<file path="src/rtl/cv32e41s_prefetch_ctrl.sv">
// Prefetch sequencing controller: grants instruction-bus issue slots based on
// alignment-buffer room and outstanding transactions, tags in-flight responses
// for discard on a taken branch, and quiesces fetch on a halt request.
module cv32e41s_prefetch_ctrl #(
  parameter int DEPTH           = 2,
  parameter int MAX_OUTSTANDING = 2
) (
  input  logic       clk,
  input  logic       rst_n,
  input  logic       fetch_req_i,
  input  logic       branch_i,
  input  logic       halt_i,
  output logic       halted_o,
  output logic       pf_fetch_valid_o,
  input  logic       pf_fetch_ready_i,
  output logic       pf_branch_o,
  input  logic       resp_valid_i,
  output logic       resp_keep_o,
  input  logic       buf_pop_i,
  output logic       buf_flush_o,
  output logic [2:0] outstanding_o
);

  localparam logic [2:0] DEPTH_C = 3'(DEPTH);
  localparam logic [2:0] MAX_C   = 3'(MAX_OUTSTANDING);

  typedef enum logic [1:0] {RUN, HALT_WAIT, HALTED} state_e;

  state_e     state_q, state_d;
  logic [2:0] outst_q, outst_d;
  logic [2:0] discard_q, discard_d;
  logic [2:0] occ_q, occ_d;

  logic [2:0] kept_inflight;
  logic [3:0] fill;
  logic       credit;
  logic       issue_allowed;
  logic       fetch_valid;
  logic       issue;
  logic       keep;

  // Issue decision: buffer room and outstanding limit, with a branch seeing an
  // empty buffer since both the contents and the old in-flight data are dropped.
  // NOTE: every signal assigned in always_comb gets a value on every path, so no latch is inferred.
  always_comb begin
    kept_inflight = outst_q - discard_q;
    fill          = 4'd0;
    if (!branch_i) begin
      fill = {1'b0, occ_q} + {1'b0, kept_inflight};
    end
    credit        = (fill < {1'b0, DEPTH_C}) && (outst_q < MAX_C);
    // Leaving HALTED releases fetch in the same cycle halt_i drops.
    issue_allowed = (state_q == RUN) || ((state_q == HALTED) && !halt_i);
    fetch_valid   = issue_allowed && (fetch_req_i || branch_i) && credit;
    issue         = fetch_valid && pf_fetch_ready_i;
    // A response landing in the branch cycle belongs to the old stream.
    keep          = resp_valid_i && (discard_q == 3'd0) && !branch_i;
  end

  // Next-state for the outstanding, discard and occupancy counters.
  always_comb begin
    outst_d   = outst_q + 3'(issue) - 3'(resp_valid_i);
    discard_d = discard_q - 3'(resp_valid_i && (discard_q != 3'd0));
    occ_d     = occ_q + 3'(keep) - 3'(buf_pop_i);
    if (branch_i) begin
      // The transaction issued alongside the branch is the new target: not discarded.
      discard_d = outst_q - 3'(resp_valid_i);
      occ_d     = 3'd0;
    end
  end

  // Halt handshake: stop issuing, wait for the bus to drain, then report halted.
  always_comb begin
    state_d = state_q;
    case (state_q)
      RUN:       if (halt_i) state_d = HALT_WAIT;
      HALT_WAIT: begin
        if (!halt_i)               state_d = RUN;
        else if (outst_d == 3'd0)  state_d = HALTED;
      end
      HALTED:    if (!halt_i) state_d = RUN;
      default:   state_d = RUN;
    endcase
  end

  // State and counter registers.
  // NOTE: sequential state uses non-blocking assignments so all flops update together at the edge.
  always_ff @(posedge clk or negedge rst_n) begin
    if (!rst_n) begin
      state_q   <= RUN;
      outst_q   <= 3'd0;
      discard_q <= 3'd0;
      occ_q     <= 3'd0;
    end else begin
      state_q   <= state_d;
      outst_q   <= outst_d;
      discard_q <= discard_d;
      occ_q     <= occ_d;
    end
  end

  // Reset holds the handshake outputs low even while inputs are active.
  assign pf_fetch_valid_o = rst_n && fetch_valid;
  assign resp_keep_o      = rst_n && keep;
  assign buf_flush_o      = rst_n && branch_i;
  assign halted_o         = rst_n && (state_q == HALTED);
  assign pf_branch_o      = branch_i;
  assign outstanding_o    = outst_q;

  // Illegal stimulus and counter range checks.
  a_pop_empty: assert property (@(posedge clk) disable iff (!rst_n)
    !(buf_pop_i && (occ_q == 3'd0) && !keep));
  a_resp_none: assert property (@(posedge clk) disable iff (!rst_n)
    !(resp_valid_i && (outst_q == 3'd0)));
  a_outst_rng: assert property (@(posedge clk) disable iff (!rst_n) outst_q <= MAX_C);
  a_disc_rng:  assert property (@(posedge clk) disable iff (!rst_n) discard_q <= outst_q);
  a_occ_rng:   assert property (@(posedge clk) disable iff (!rst_n) occ_q <= DEPTH_C);

endmodule
</file>
<file path="config.mk">
export PLATFORM = sky130hd
export DESIGN_NAME = cv32e41s_prefetch_ctrl
export DESIGN_NICKNAME = d
export VERILOG_FILES = /design/src/rtl/cv32e41s_prefetch_ctrl.sv
export SDC_FILE = /design/constraint.sdc
export NUM_CORES = 1
export LEC_CHECK = 0
export CORE_MARGIN = 2
export CORE_UTILIZATION = 56
export CTS_BUF_LIST = sky130_fd_sc_hd__clkbuf_4
export CTS_CLUSTER_SIZE = 40
export DETAILED_ROUTE_END_ITERATION = 8
export MAX_ROUTING_LAYER = met4
export PLACE_DENSITY_LB_ADDON = 0.25
export SYNTH_ARGS = -nofsm -noshare
export SYNTH_HDL_FRONTEND = slang
export SYNTH_SLANG_ARGS = --single-unit
</file>
<file path="constraint.sdc">
create_clock -name clk -period 7 [get_ports clk]
set_input_delay 1.4 -clock clk [delete_from_list [all_inputs] [get_ports clk]]
set_output_delay 1.4 -clock clk [all_outputs]
set_load 0.005 [all_outputs]
</file>
==> results.sh <==
export IMPL_status="finished, final reports clean"
export IMPL_multi_input_comb_area_um2=485
export IMPL_rows=13
export IMPL_reg2reg_depth=15
export IMPL_die_w_um=42.3
export IMPL_portBuffers=15
export IMPL_stdcell_area_um2=1010
export IMPL_ys_seq_area_share_pct=33.5
export IMPL_synth_top_area_share_pct=33.5
export IMPL_grt_pass1_wl_um=2350
export IMPL_slew_headroom_pct=58.4
export IMPL_worstPathArrival_ps=3160
export IMPL_wire_per_inst_um=12.3
export IMPL_worstHoldStart="occ_q[2]$_DFF_PN0_"
export IMPL_cp_slowest_cell="clkdlybuf4s50_1"
export IMPL_cts_root_buf="clkbuf_4"
export IMPL_crit_fanout=15
export IMPL_cp_num_buf_inv=2
export IMPL_ios=16
export IMPL_postCtsSetupBuffers=0
export IMPL_fill_cells=93
export IMPL_fin_tns_setup_ps=0
export IMPL_cts_max_level=1
export IMPL_final_nets=121
export IMPL_vias_per_cell=5.26
export IMPL_cts_buffers=3
export IMPL_synth_avg_cell_area_um2=10.4
export IMPL_clk_pin_slew_worst_paths_ps=70
export IMPL_synth_area_um2=822
export IMPL_crit_family="buffers and inverters"
export IMPL_min_period_over_period_pct=65.1
export IMPL_clk_latency_ps=260
export IMPL_drive_above_1_share_pct=5.21
export IMPL_maxCapViolCount=0
export IMPL_ys_seq_elements=11
export IMPL_hp_class="reg -> reg"
export IMPL_critPathMaxStageDelay_ps=870
export IMPL_fin_skew_ps=1.39
export IMPL_cp_end_kind="output pin"
export IMPL_routed_wl_um=1370
export IMPL_dr_pass1_iters=4
export IMPL_area_growth_synth_to_final_pct=22.7
export IMPL_synth_warnings=0
export IMPL_finalHoldViolCount=0
export IMPL_max_vdd_ir_drop_uv=263
export IMPL_dieArea_um2=1790
export IMPL_hpwl_um=1140
export IMPL_p_leak_nw=0.482
export IMPL_synth_area_leaders="dfrtp_1 33%, ha_1 18%, fa_1 9.7%"
export IMPL_power_density_nw_per_um2=411
export IMPL_crit_chain="clkdlybuf4s50_1, nand3_1, a211oi_1, clkdlybuf4s50_1"
export IMPL_seq_area_um2=275
export IMPL_detailed_place_area_um2=978
export IMPL_ant_nets=0
export IMPL_r2r_end="state_q[1]$_DFFE_PN0P_"
export IMPL_cts_tree="yes"
export IMPL_synth_nets=103
export IMPL_maxSlewViolCount=0
export IMPL_min_to="occ_q[2]$_DFF_PN0_"
export IMPL_critPathRequiredTime_ps=5600
export IMPL_r2r_setup_slack_ps=3140
export IMPL_synthCells=79
export IMPL_worst_slew_pin_transition_ps=622
export IMPL_critPathKind="in -> out"
export IMPL_cts_sinks=11
export IMPL_globalRouteTotalUtil_pct=18.0
export IMPL_place_congestion=0.806
export IMPL_grt_setup_unrepaired="false"
export IMPL_grt_pass1_vias=575
export IMPL_antenna_found_initial=0
export IMPL_grt_max_degree=16
export IMPL_globalRouteOverflowTotal=0
export IMPL_hold_path_depth=2
export IMPL_crit_reg2reg_launch="outstanding_o[0]$_DFF_PN0_"
export IMPL_setup_viol=0
export IMPL_dieHeight_um=42.3
export IMPL_diodes=0
export IMPL_post_synth_top_area_cell="dfrtp_1"
export IMPL_fin_crit_ps=4560
export IMPL_vias=584
export IMPL_clock_fmax_ghz=0.219
export IMPL_drt_iter0_markers=8
export IMPL_drc=0
export IMPL_synth_cell_types=28
export IMPL_whs_ps=563
export IMPL_coreArea_um2=1330
export IMPL_cts_resized=0
export IMPL_cts_hold_buf=0
export IMPL_crit_top_cell="clkdlybuf4s50_1"
export IMPL_critPathLaunchType="primary input"
export IMPL_clock_tree_buffer_depth=2
export IMPL_initial_core_util_pct=61.6
-- cell usage after synthesis --
cell type / number
a211o_1: 1
nor2_1: 4
mux2i_1: 2
xor2_1: 2
nor3b_2: 1
fa_1: 4
nand3_1: 2
a211oi_1: 1
o311a_1: 1
nand3b_1: 1
o21ai_0: 1
and3b_1: 1
ha_1: 12
inv_1: 13
a21oi_1: 1
o21a_1: 1
nand4_1: 1
nand2_1: 2
nor4_1: 1
xnor2_1: 5
buf_2: 1
and2b_1: 1
nand2b_1: 1
and2_1: 3
nor2b_1: 3
buf_4: 1
dfrtp_1: 11
nor3_1: 1
-- power by group --
part           switching, mW  internal (mW)
sequential            0.0265         0.0922
combinational          0.119          0.130
clock                 0.0206         0.0259
-- sequential cells by signal (all words and copies together) (netlist names) --
name	cells
discard_q	3
occ_q	3
outstanding_o	3
state_q	2
-- metrics by stage --
| step | instances | total power [mW] | setup WS (ps) | util (%) |
|---|---|---|---|---|
| global route | 111 | 0.459 | 2200 | 75.6 |
| detailed placement | 107 | 0.372 | 2400 | 73.4 |
| CTS | 111 | 0.421 | 2410 | 75.6 |
| global placement | 107 | 0.360 | 2440 | 73.4 |
| floorplan | 79 | 0.303 | 3390 | - |
| finish | 111 | 0.414 | 2440 | 75.6 |
-- layout by cell type, fill, tap and decap left out, drive strengths merged --
cell            n
nor2b           3
ha             12
nand2           2
mux2i           2
fa              4
nand2b          1
nand4           1
nand3b          1
a211oi          1
xnor2           5
dfrtp          11
nor2            4
nor3b           1
o311a           1
and2            3
and2b           1
xor2            2
nor3            1
clkbuf          4
a211o           1
clkdlybuf4s50  15
inv            13
nor4            1
and3b           1
o21ai           1
nand3           2
a21oi           1
o21a            1
-- logic make-up (layout without fill, tap and decap cells) --
| kind of cell | Yosys count | in the layout | synth area share [%] |
|---|---|---|---|
| adder cells (fa/ha/maj) | 16 | 16 | 28.0 |
| multiplexers | 2 | 2 | 2.44 |
| AO/OA/AOI/OAI | 6 | 6 | 5.33 |
| XOR/XNOR | 7 | 7 | 7.46 |
| flip-flops | 11 | 11 | 33.5 |
| AND/OR/NAND/NOR | 22 | 22 | 15.8 |
| buffers and inverters | 15 | 32 | 7.46 |
-- how the worst max path moves through the flow --
stage,from,endpoint,depth (start not counted)
global placement,rst_n,pf_fetch_valid_o,4
detailed placement,rst_n,pf_fetch_valid_o,4
finish,rst_n,pf_fetch_valid_o,4
floorplan,outstanding_o[0]$_DFF_PN0_,state_q[0]$_DFFE_PN0P_,14
CTS,rst_n,pf_fetch_valid_o,4
global route,rst_n,pf_fetch_valid_o,4
-- metal layers --
| layer | vias up | global-route usage, % | wire length, um |
|---|---|---|---|
| li1 | 291 | - | - |
| met1 | 281 | 22.0 | 626 |
| met2 | 10 | 29.8 | 677 |
| met3 | 2 | 2.59 | 51 |
| met4 | 0 | 7.50 | 12 |
| met5 | - | - | 0 |
-- worst min-delay path: stages, from the launching register on --
cell and delay (ps):
dfrtp_1 380, xnor2_1 80, nor2_1 70
-- final cells by class --
cell class,instances,area share [%]
Inverter,13,4.84
Clock buffer,4,2.98
Multi-Input combinational cell,53,48.1
Sequential cell,11,27.3
Timing Repair Buffer,15,14.9
Tap cell,15,1.86
(Power assumes the default switching activity.)
